==> src/rtl/imm_gen_pkg.sv <==
// Shared types and opcode constants for the pipelined immediate generator.
// Optional feature macro used by the decoder: CSR_ZIMM_EN.
package imm_gen_pkg;

   typedef enum logic [2:0] {
      FMT_R    = 3'd0,
      FMT_I    = 3'd1,
      FMT_S    = 3'd2,
      FMT_B    = 3'd3,
      FMT_U    = 3'd4,
      FMT_J    = 3'd5,
      FMT_Z    = 3'd6,
      FMT_NONE = 3'd7
   } fmt_e;

   // Major opcodes, inst[6:2] (inst[1:0] must be 2'b11)
   localparam logic [4:0] OP_LOAD   = 5'b00000;
   localparam logic [4:0] OP_IMM    = 5'b00100;
   localparam logic [4:0] OP_AUIPC  = 5'b00101;
   localparam logic [4:0] OP_IMM32  = 5'b00110;
   localparam logic [4:0] OP_STORE  = 5'b01000;
   localparam logic [4:0] OP_REG    = 5'b01100;
   localparam logic [4:0] OP_LUI    = 5'b01101;
   localparam logic [4:0] OP_REG32  = 5'b01110;
   localparam logic [4:0] OP_BRANCH = 5'b11000;
   localparam logic [4:0] OP_JALR   = 5'b11001;
   localparam logic [4:0] OP_JAL    = 5'b11011;
   localparam logic [4:0] OP_SYSTEM = 5'b11100;

   function automatic logic [31:0] sext12(input logic [11:0] v);
      return {{20{v[11]}}, v};
   endfunction

endpackage

==> src/rtl/imm_gen_pipe_decode.sv <==
// Combinational instruction classifier and immediate extender (module imm_decode).
// CSR_ZIMM_EN: SYSTEM with inst[14]=1 reports format Z and a zero-extended rs1 field.
module imm_decode
   import imm_gen_pkg::*;
#(
   parameter int XLEN = 32
) (
   input  logic [31:0]     inst,
   output logic [XLEN-1:0] imm,
   output fmt_e            fmt,
   output logic            illegal
);

   logic [31:0] imm32;

   // Every immediate is built as a sign-correct 32-bit value first, so the
   // final widening to XLEN is a plain sign extension for all formats.
   always_comb begin
      imm32 = '0;
      fmt   = FMT_NONE;
      if (inst[1:0] == 2'b11) begin
         case (inst[6:2])
            OP_REG: fmt = FMT_R;
            OP_LOAD, OP_IMM, OP_JALR: begin
               fmt   = FMT_I;
               imm32 = sext12(inst[31:20]);
            end
            OP_STORE: begin
               fmt   = FMT_S;
               imm32 = sext12({inst[31:25], inst[11:7]});
            end
            OP_BRANCH: begin
               fmt   = FMT_B;
               imm32 = {{19{inst[31]}}, inst[31], inst[7], inst[30:25], inst[11:8], 1'b0};
            end
            OP_LUI, OP_AUIPC: begin
               fmt   = FMT_U;
               imm32 = {inst[31:12], 12'b0};
            end
            OP_JAL: begin
               fmt   = FMT_J;
               imm32 = {{11{inst[31]}}, inst[31], inst[19:12], inst[20], inst[30:21], 1'b0};
            end
            OP_SYSTEM: begin
`ifdef CSR_ZIMM_EN
               if (inst[14]) begin
                  fmt   = FMT_Z;
                  imm32 = {27'b0, inst[19:15]};
               end else begin
                  fmt   = FMT_I;
                  imm32 = sext12(inst[31:20]);
               end
`else
               fmt   = FMT_I;
               imm32 = sext12(inst[31:20]);
`endif
            end
            OP_REG32: begin
               if (XLEN == 64) fmt = FMT_R;
            end
            OP_IMM32: begin
               if (XLEN == 64) begin
                  fmt   = FMT_I;
                  imm32 = sext12(inst[31:20]);
               end
            end
            default: begin
               fmt   = FMT_NONE;
               imm32 = '0;
            end
         endcase
      end
   end

   assign illegal = (fmt == FMT_NONE);
   assign imm     = XLEN'($signed(imm32));

endmodule

==> src/rtl/imm_gen_pipe.sv <==
// Pipelined immediate generator: decode on accept, in-order output FIFO, saturating illegal counter.
// Optional feature macro: CSR_ZIMM_EN (handled inside imm_decode).
module imm_gen_pipe
   import imm_gen_pkg::*;
#(
   parameter int XLEN  = 32,
   parameter int DEPTH = 2,
   parameter int CNT_W = 16
) (
   input  logic              clk,
   input  logic              rst_n,
   input  logic              in_valid,
   output logic              in_ready,
   input  logic [31:0]       in_inst,
   input  logic [XLEN-1:0]   in_pc,
   output logic              out_valid,
   input  logic              out_ready,
   output logic [XLEN-1:0]   out_imm,
   output logic [2:0]        out_fmt,
   output logic              out_illegal,
   output logic [XLEN-1:0]   out_pc,
   output logic [CNT_W-1:0]  illegal_cnt
);

   localparam int PTR_W = $clog2(DEPTH);
   localparam logic [PTR_W:0] FULL_CNT = (PTR_W + 1)'(DEPTH);

   logic [XLEN-1:0]  imm_mem [DEPTH];
   logic [XLEN-1:0]  pc_mem  [DEPTH];
   logic [2:0]       fmt_mem [DEPTH];
   logic             ill_mem [DEPTH];

   logic [PTR_W-1:0] wr_ptr;
   logic [PTR_W-1:0] rd_ptr;
   logic [PTR_W:0]   count;

   logic [XLEN-1:0]  dec_imm;
   fmt_e             dec_fmt;
   logic             dec_illegal;

   logic             full;
   logic             push;
   logic             pop;

   imm_decode #(.XLEN(XLEN)) u_decode (
      .inst    (in_inst),
      .imm     (dec_imm),
      .fmt     (dec_fmt),
      .illegal (dec_illegal)
   );

   // Ready depends only on stored occupancy (plus reset), never on out_ready,
   // so a full FIFO refuses input even in a cycle where it is also popped.
   assign full      = (count == FULL_CNT);
   assign in_ready  = rst_n && !full;
   assign out_valid = rst_n && (count != '0);
   assign push      = in_valid && in_ready;
   assign pop       = out_valid && out_ready;

   always_ff @(posedge clk) begin
      if (push) begin
         imm_mem[wr_ptr] <= dec_imm;
         pc_mem[wr_ptr]  <= in_pc;
         fmt_mem[wr_ptr] <= dec_fmt;
         ill_mem[wr_ptr] <= dec_illegal;
      end
   end

   always_ff @(posedge clk) begin
      if (!rst_n) begin
         wr_ptr <= '0;
         rd_ptr <= '0;
         count  <= '0;
      end else begin
         if (push) wr_ptr <= wr_ptr + 1'b1;
         if (pop)  rd_ptr <= rd_ptr + 1'b1;
         count <= count + {{PTR_W{1'b0}}, push} - {{PTR_W{1'b0}}, pop};
      end
   end

   always_ff @(posedge clk) begin
      if (!rst_n) begin
         illegal_cnt <= '0;
      end else if (push && dec_illegal && (illegal_cnt != '1)) begin
         illegal_cnt <= illegal_cnt + 1'b1;
      end
   end

   // Head slot is never written while valid, so the gated outputs hold during a stall.
   assign out_imm     = out_valid ? imm_mem[rd_ptr] : '0;
   assign out_pc      = out_valid ? pc_mem[rd_ptr]  : '0;
   assign out_fmt     = out_valid ? fmt_mem[rd_ptr] : FMT_NONE;
   assign out_illegal = out_valid ? ill_mem[rd_ptr] : 1'b0;

endmodule
==> config.mk <==
export PLATFORM = sky130hd
export DESIGN_NAME = imm_gen_pipe
export DESIGN_NICKNAME = d
export VERILOG_FILES = /design/src/rtl/imm_gen_pkg.sv /design/src/rtl/imm_gen_pipe_decode.sv /design/src/rtl/imm_gen_pipe.sv
export SDC_FILE = /design/constraint.sdc
export NUM_CORES = 1
export LEC_CHECK = 0
export ABC_AREA = 1
export ABC_CLOCK_PERIOD_IN_PS = 8500
export BUFFER_PORTS_ARGS = -buffer_cell sky130_fd_sc_hd__buf_2
export CAP_MARGIN = 40
export CORE_MARGIN = 2
export CORE_UTILIZATION = 59
export DETAILED_ROUTE_END_ITERATION = 16
export PLACE_DENSITY = 0.93
export SYNTH_ARGS = -nofsm -noshare
export SYNTH_HDL_FRONTEND = slang
export SYNTH_SLANG_ARGS = --single-unit
==> constraint.sdc <==
create_clock -name clk -period 8.5 [get_ports clk]
set_input_delay 1.7 -clock clk [delete_from_list [all_inputs] [get_ports clk]]
set_output_delay 1.7 -clock clk [all_outputs]
set_load 0.02 [all_outputs]
==> results.toml, run 1 <==
[synthesis]
yosys_warnings = 0
syn_area_per_cell_sq_um = 10.6
syn_area_sq_um = 7440
syn-num-nets = 774
synth_seq_cells = 157
yosysUniqueCellTypes = 31
synth.most_common_cell = "nand2_1"
synth_area_leaders = "edfxtp_1 (55%), mux2_2 (9.8%), nand2_1 (8.9%)"
ys_seq_area_share_pct = 60.6
yosys.area.top_type = "edfxtp_1"
syn_inst = 703
synth_common_cells = "nand2_1 (177), edfxtp_1 (136), inv_1 (119)"
synth_edf_count = 136
async_flop_share_pct = 0
yosysTopAreaCellShare_pct = 54.9
yosys_most_used_dff = "edfxtp_1"

[place]
dpl_worst_slack_ns = 3.69
dp_cells = 1003
io_buffers = 153
hpwl_um = 9970
place.gp.congestion = 0.814

[critical_path]
reg2reg_from = "count[0]$_SDFF_PN0_"
critPathMaxStageDelay_ns = 0.53
rrSetupSlack_ns = 6.11
crit_required_ns = 6.80
r2r_end = "pc_mem[0][25]$_DFFE_PP_"
crit_chain = "buf_2 > o21ai_0 > inv_2 > buf_4 > nand2_1 > inv_1 > buf_2"
crit_fanout = 62
slowest_stage = "buf_4"
reg2reg_depth = 5
critPathKind = "primary input to output pin"
crit_top_cell = "buf_2"
critPathArrivalTime_ns = 3.11
cp-end-kind = "output pin"
crit_path_start_kind = "primary input"

[grt]
grt_max_degree = 63
grt_pass1_vias = 4910
gr-usage-all-layers_pct = 22.7
antenna_found_initial = 0
grt_pass1_wl_um = 23200
grt_overflow = 0

[power]
leakage_nw = 4.17
peakVddDrop_mv = 0.131
p_per_area_nw_per_um2 = 205

[timing]
grt_setup_unrepaired = "no"
hold_viol = 0
fin_crit_sh_pct = 56.6
finalSetupTns_ns = 0
max_freq_mhz = 208
finalSetupViolations = 0
timing.final.crit_period_ns = 4.81
worst_slew_pin_slew_ns = 0.854
clock-skew-final_ns = 0.00533
fin_ws_ns = 3.69
maxSlewViolCount = 0
slew_headroom_pct = 43.0

[run]
drv_cap = 0

[drt]
vias = 5339
firstDrtPassIters = 5
drc = 0
wl_per_cell_um = 14.6
viasPerCell = 5.16
ant_nets = 0
drt_iter0_markers = 402
wirelength_um = 15100

[clock_network]
post-cts-setup-buffers = 0
htree_levels = 4
cts_inserted_buffers = 17
clk_latency_ns = 0.42
cts-root-buf = "clkbuf_16"
cts_tree = "yes"
clock_path_buffers = 2
ctsHoldBuffers = 0
cts.sinks = 157
clk_pin_slew_ns = 0.06
cts_resized = 0

[finish]
drive_gt1_share_pct = 32.0
finalNonFillerCells = 1035
nFillCells = 909
nets = 921
n_antenna_cell = 0
area_growth_pct = 19.1
final_util_pct = 71.1

[min_path]
min_path_cells = 2
worstHoldStart = "illegal_cnt[3]$_SDFFE_PN0P_"
min_path_type = "flip-flop to flip-flop"
hold_end = "illegal_cnt[3]$_SDFFE_PN0P_"

[floorplan]
coreArea_sq_um = 12500
die_h_um = 116
die_w_um = 116
start_util_pct = 59.7
die_area_sq_um = 13500
rows = 41
pin_count = 154

[status]
status = "completed"
report_power, final:
| part | switching, W | internal [W] | leakage, nW |
|---|---|---|---|
| registers | 0.0000138 | 0.000871 | 1.41 |
| clock network | 0.000308 | 0.000377 | 0.263 |
| logic | 0.000158 | 0.0000909 | 2.49 |
sequential cells by signal, indices dropped and copies added (netlist names), named ones only:
signal,flops
ill_mem,2
pc_mem,64
wr_ptr,1
fmt_mem,6
illegal_cnt,16
count,2
rd_ptr,1
imm_mem,64
critical path, delay by kind of cell:
family | cells | cell delay [ns]
buffers and inverters | 5 | 1.08
AND/OR/NAND/NOR | 1 | 0.14
AO/OA/AOI/OAI | 1 | 0.12
metal layers:
| metal | part of all wire, % | vias up | track usage [%] |
|---|---|---|---|
| met4 | 2.2 | 0 | 9.76 |
| met1 | 41 | 2480 | 27.8 |
| met3 | 6.5 | 33 | 5.40 |
| met5 | 0 | - | 0 |
| li1 | - | 2613 | - |
| met2 | 50 | 213 | 38.6 |
placed cells by master, fill, tap and decap left out, drive strengths merged, types with 17 or more instances in the layout:
master  count
nand2     180
nand4      30
mux2       65
a21oi      28
edfxtp    136
inv       129
dfxtp      21
buf       157
nor2       44
clkbuf     17
worst max-delay path by stage:
stage,from,cells after the start,to
final,rst_n,7,out_imm[13]
after floorplan,rst_n,4,fmt_mem[0][0]$_DFFE_PP_
after global routing,rst_n,7,out_pc[10]
after detailed placement,rst_n,7,out_imm[13]
after global placement,rst_n,7,out_pc[27]
after CTS,rst_n,7,out_imm[13]
cells by family (layout without fill, tap and decap cells):
| kind of cell | Yosys count | after routing | synth area share, % |
|---|---|---|---|
| DFF | 157 | 157 | 60.6 |
| xor gates and xnor gates | 6 | 6 | 0.706 |
| buffers and inverters | 154 | 314 | 8.58 |
| adders and majority gates | 3 | 3 | 0.505 |
| AOI/OAI and AO/OA | 45 | 45 | 3.50 |
| and+or+nand+nor | 273 | 273 | 16.3 |
| muxes | 65 | 65 | 9.84 |
through the flow:
| step | hold WS [ns] | power (W) | instance area (sq um) |
|---|---|---|---|
| after detailed placement | 0.490 | 0.00115 | 8320 |
| after floorplan | 0.459 | 0.00107 | 7440 |
| final | 0.500 | 0.00182 | 8860 |
| after global placement | 0.484 | 0.00114 | 8290 |
| after CTS | 0.503 | 0.00183 | 8860 |
| after global routing | 0.521 | 0.00189 | 8860 |
area by class of cell:
class | instances | area, sq um | area share (%)
clock buffer | 17 | 425 | 4.80
multi-input combinational | 392 | 2310 | 26.1
sequential | 157 | 4510 | 50.9
clock inverter | 15 | 113 | 1.27
inverter | 125 | 469 | 5.30
timing repair buffer | 157 | 816 | 9.21
tap | 172 | 215 | 2.43
Note: power is estimated with default switching activity, not from simulation.
==> run 2, diff against run 1 <==
--- a/config.mk
+++ b/config.mk
@@ -6,13 +6,13 @@
 export NUM_CORES = 1
 export LEC_CHECK = 0
 export ABC_AREA = 1
-export ABC_CLOCK_PERIOD_IN_PS = 8500
+export ABC_CLOCK_PERIOD_IN_PS = 4450
 export BUFFER_PORTS_ARGS = -buffer_cell sky130_fd_sc_hd__buf_2
 export CAP_MARGIN = 40
 export CORE_MARGIN = 2
-export CORE_UTILIZATION = 59
+export CORE_UTILIZATION = 55
 export DETAILED_ROUTE_END_ITERATION = 16
-export PLACE_DENSITY = 0.93
+export PLACE_DENSITY = 0.88
 export SYNTH_ARGS = -nofsm -noshare
 export SYNTH_HDL_FRONTEND = slang
 export SYNTH_SLANG_ARGS = --single-unit
==> constraint.sdc (replaced) <==
create_clock -name clk -period 4.45 [get_ports clk]
set_input_delay 0.89 -clock clk [delete_from_list [all_inputs] [get_ports clk]]
set_output_delay 0.89 -clock clk [all_outputs]
set_load 0.02 [all_outputs]
==> results.toml, run 2 (synthesized netlist as in run 1, its figures left out) <==
[finish]
top_regs = "imm_mem: 64 flops, pc_mem: 64 flops, illegal_cnt: 16 flops"
n_antenna_cell = 0
nets = 922
final_common_cell = "nand2_1"
layout_common_cells = "nand2_1 (177), buf_2 (153), edfxtp_1 (136)"
area_growth_pct = 19.8
drive_gt1_share_pct = 32.2

[floorplan]
coreArea_sq_um = 13200
die_area_sq_um = 14500
start_util_pct = 56.2
die_h_um = 120
rows = 42
pin_count = 154
die_w_um = 120

[timing]
timing.final.crit_period_ns = 3.04
finalSetupViolations = 0
hold_ws_ns = 0.511
grt_setup_unrepaired = "no"
clock-skew-final_ns = 0.00556
finalSetupTns_ns = 0
fin_crit_sh_pct = 68.4
max_freq_mhz = 329
worst_slew_pin_slew_ns = 0.780
maxSlewViolCount = 0
hold_viol = 0
slew_headroom_pct = 47.9

[clock_network]
clock_path_buffers = 2
post-cts-setup-buffers = 0
cts.sinks = 157
cts_inserted_buffers = 17
ctsHoldBuffers = 0
cts_tree = "yes"
cts_resized = 0
htree_levels = 4
clk_latency_ns = 0.42
cts-root-buf = "clkbuf_16"
clk_pin_slew_ns = 0.06

[power]
leakage_nw = 4.19
seq_power_share_pct = 47.9
p_sw_w = 0.000945
p_per_area_nw_per_um2 = 395
sw_frac_of_total_pct = 26.8
internal-power_w = 0.00258
pwr-share-clk_pct = 38.3
peakVddDrop_mv = 0.221
pwr-share-comb_pct = 13.9

[grt]
use_met2_pct = 36.6
grt_max_degree = 58
antenna_found_initial = 0
grt_pass1_vias = 4945
grt_pass1_wl_um = 23900
grt_overflow = 0
grt-busiest-layer = "met2"
gr-usage-all-layers_pct = 21.3
gr-usage-met1_pct = 27.0
met3_usage_pct = 4.53

[critical_path]
crit_path_start_kind = "primary input"
cp-end-kind = "output pin"
critPathArrivalTime_ns = 2.15
critPathKind = "primary input to output pin"
crit_required_ns = 3.56
crit_fanout = 31

[drt]
firstDrtPassIters = 6
wirelength_um = 15200
viasPerCell = 5.13
drt_iter0_markers = 374
vias = 5336
drc = 0
wl_per_cell_um = 14.6
ant_nets = 0

[place]
io_buffers = 153
hpwl_um = 10200
place.gp.congestion = 0.854

[run]
drv_cap = 0

[status]
status = "completed"

[min_path]
min_path_type = "flip-flop to flip-flop"
==> run 2: cell types whose count changed in the layout (fill, tap and decap cells not counted), sizes merged <==
cell,previous run,this run
inv,129,134
clkinvlp,2,1
clkinv,9,4
clkbuf,17,18
buf,157,158
==> run 2: per-layer routing <==
layer,part of all wire [%],up-vias,wire length (um)
li1,-,2626,-
met1,43,2512,6530
met2,50,181,7550
met3,5.9,17,891
met4,1.4,0,218
met5,0,-,0
==> run 2: final cells by class <==
type	count	area (sq um)
timing repair buffer	158	848
tap	176	220
fill	1009	4330
inverter	125	469
clock inverter	14	124
multi-input combinational	392	2310
sequential	157	4510
clock buffer	18	429
==> run 2: power groups by stage <==
stage | Sequential [W] | Combinational [W] | Clock (W)
after global placement | 0.00173 | 0.000455 | 0
after CTS | 0.00169 | 0.000492 | 0.00138
final | 0.00169 | 0.000489 | 0.00135
after floorplan | 0.00171 | 0.000333 | 0
after global routing | 0.00169 | 0.000532 | 0.00144
after detailed placement | 0.00172 | 0.000489 | 0
==> run 2: per-stage QoR <==
step | util [%] | total power [W] | setup slack, ns | cell area [sq um] | instances
2_1_floorplan | - | 0.00205 | -0.177 | 7440 | 703
4_1_cts | 67.3 | 0.00356 | 1.41 | 8910 | 1040
6_report | 67.3 | 0.00352 | 1.41 | 8910 | 1040
3_3_place_gp | 62.9 | 0.00219 | 1.46 | 8330 | 1007
3_5_place_dp | 63.1 | 0.00221 | 1.41 | 8360 | 1008
5_1_grt | 67.3 | 0.00366 | 1.30 | 8910 | 1040
==> run 2: critical path: stages <==
cell     delay, ns
buf_2         0.14
o21ai_0       0.12
inv_2         0.26
buf_4         0.38
nand2_1       0.14
inv_1         0.06
buf_2         0.15
==> run 2: final timing paths <==
kind                                startpoint                           end  slack [ns]  cells past startpoint
setup reg to reg           count[0]$_SDFF_PN0_          ill_mem[0]$_DFFE_PP_        2.41                      5
setup / recovery                         rst_n                     out_pc[8]        1.41                      7
hold / removal    illegal_cnt[15]$_SDFFE_PN0P_  illegal_cnt[15]$_SDFFE_PN0P_        0.51                      2
hold reg to reg   illegal_cnt[15]$_SDFFE_PN0P_  illegal_cnt[15]$_SDFFE_PN0P_        0.51                      2
==> run 3, diff against run 2 <==
--- a/config.mk
+++ b/config.mk
@@ -6,7 +6,7 @@
 export NUM_CORES = 1
 export LEC_CHECK = 0
 export ABC_AREA = 1
-export ABC_CLOCK_PERIOD_IN_PS = 4450
+export ABC_CLOCK_PERIOD_IN_PS = 3000
 export BUFFER_PORTS_ARGS = -buffer_cell sky130_fd_sc_hd__buf_2
 export CAP_MARGIN = 40
 export CORE_MARGIN = 2
==> constraint.sdc (replaced) <==
create_clock -name clk -period 3 [get_ports clk]
set_input_delay 0.6 -clock clk [delete_from_list [all_inputs] [get_ports clk]]
set_output_delay 0.6 -clock clk [all_outputs]
set_load 0.02 [all_outputs]
==> results.toml, run 3 (synthesized netlist as in run 1, its figures left out) <==
[clock_network]
post-cts-setup-buffers = 0
clk_pin_slew_ns = 0.06
htree_levels = 4
clk_latency_ns = 0.42
cts_inserted_buffers = 17
cts_resized = 0
clock_path_buffers = 2
ctsHoldBuffers = 0
cts-root-buf = "clkbuf_16"
cts_tree = "yes"
cts.sinks = 157

[finish]
n_antenna_cell = 0
nFillCells = 987
final_area_sq_um = 8920
finalNonFillerCells = 1044
final_common_cell = "nand2_1"
drive_gt1_share_pct = 32.4
nets = 926
layout_common_cells = "nand2_1 (177), buf_2 (153), edfxtp_1 (136)"
area_growth_pct = 19.9
regArea_sq_um = 4510
multi_input_area_sq_um = 2310
top_regs = "imm_mem: 64 flops, pc_mem: 64 flops, illegal_cnt: 16 flops"

[timing]
worst_slew_pin_slew_ns = 0.683
finalSetupViolations = 0
slew_headroom_pct = 54.4
timing.final.crit_period_ns = 2.65
hold_ws_ns = 0.366
maxSlewViolCount = 0
clock-skew-final_ns = 0.0116
fin_crit_sh_pct = 88.4
max_freq_mhz = 377
hold_viol = 0
finalSetupTns_ns = 0
grt_setup_unrepaired = "no"

[drt]
drc = 0
ant_nets = 0
drt_iter0_markers = 375
viasPerCell = 5.08
vias = 5305
wirelength_um = 15300
wl_per_cell_um = 14.6
firstDrtPassIters = 4

[critical_path]
cp-end-kind = "output pin"
crit_path_start_kind = "flip-flop"
crit_required_ns = 2.40
critPathKind = "flip-flop to output pin"
crit_fanout = 29
critPathArrivalTime_ns = 2.05

[place]
placed_area_sq_um = 8380
io_buffers = 153
hpwl_um = 10200
dp_cells = 1012
place.gp.congestion = 0.891

[floorplan]
pin_count = 154
start_util_pct = 56.2
die_h_um = 120
die_w_um = 120
die_area_sq_um = 14500
coreArea_sq_um = 13200
rows = 42

[status]
status = "completed"

[run]
drv_cap = 0

[power]
p_per_area_nw_per_um2 = 580
p_total_w = 0.00517
leakage_nw = 4.18
peakVddDrop_mv = 0.310

[grt]
grt_pass1_wl_um = 24000
gr-usage-all-layers_pct = 21.6
grt_overflow = 0
antenna_found_initial = 0
grt_max_degree = 60
grt_pass1_vias = 5027

[min_path]
min_path_type = "primary input to flip-flop"
-- run 3: area by class of cell --
type	instances	share of cell area [%]
clock buffers	17	4.77
inverters	125	5.26
clock inverters	15	1.29
multi-input cells	392	25.9
flip-flops and latches	157	50.5
repair buffers	162	9.76
well taps	176	2.47
-- run 3: worst paths after layout --
path	from	endpoint	slack [ns]	cells past startpoint
worst max-delay path	flip-flop	out_pc[24]	0.35	5
worst min register to register	rd_ptr$_SDFFE_PN0P_	rd_ptr$_SDFFE_PN0P_	0.51	2
worst min-delay path	in_pc[14]	pc_mem[0][14]$_DFFE_PP_	0.37	1
worst max register to register	count[1]$_SDFF_PN0_	count[1]$_SDFF_PN0_	1.14	10
-- run 3: critical path: stages, from the launching register on --
cell	delay [ns]
dfxtp_4	0.62
buf_4	0.34
mux2_2	0.38
nand2_1	0.09
inv_1	0.04
buf_2	0.15
-- run 3: routing by layer --
metal	part of all wire, %	global-route usage (%)
met5	0	0
met3	5.4	5.09
met4	2.0	8.79
met1	42	26.8
met2	50	36.7
-- run 3: through the flow --
| stage | worst slack (ns) | utilization (%) |
|---|---|---|
| floorplan | -0.202 | - |
| finish | 0.348 | 67.4 |
| global route | 0.260 | 67.4 |
| global placement | 0.685 | 63.3 |
| detailed placement | 0.555 | 63.3 |
| CTS | 0.315 | 67.4 |
-- run 3: report_power, final --
| group | switching [W] | leakage, nW | total, W | internal, W |
|---|---|---|---|---|
| registers | 0.0000423 | 1.41 | 0.00251 | 0.00247 |
| clock network | 0.000879 | 0.242 | 0.00194 | 0.00107 |
| logic | 0.000450 | 2.52 | 0.000720 | 0.000271 |
| total | 0.00137 | 4.18 | 0.00517 | 0.00380 |
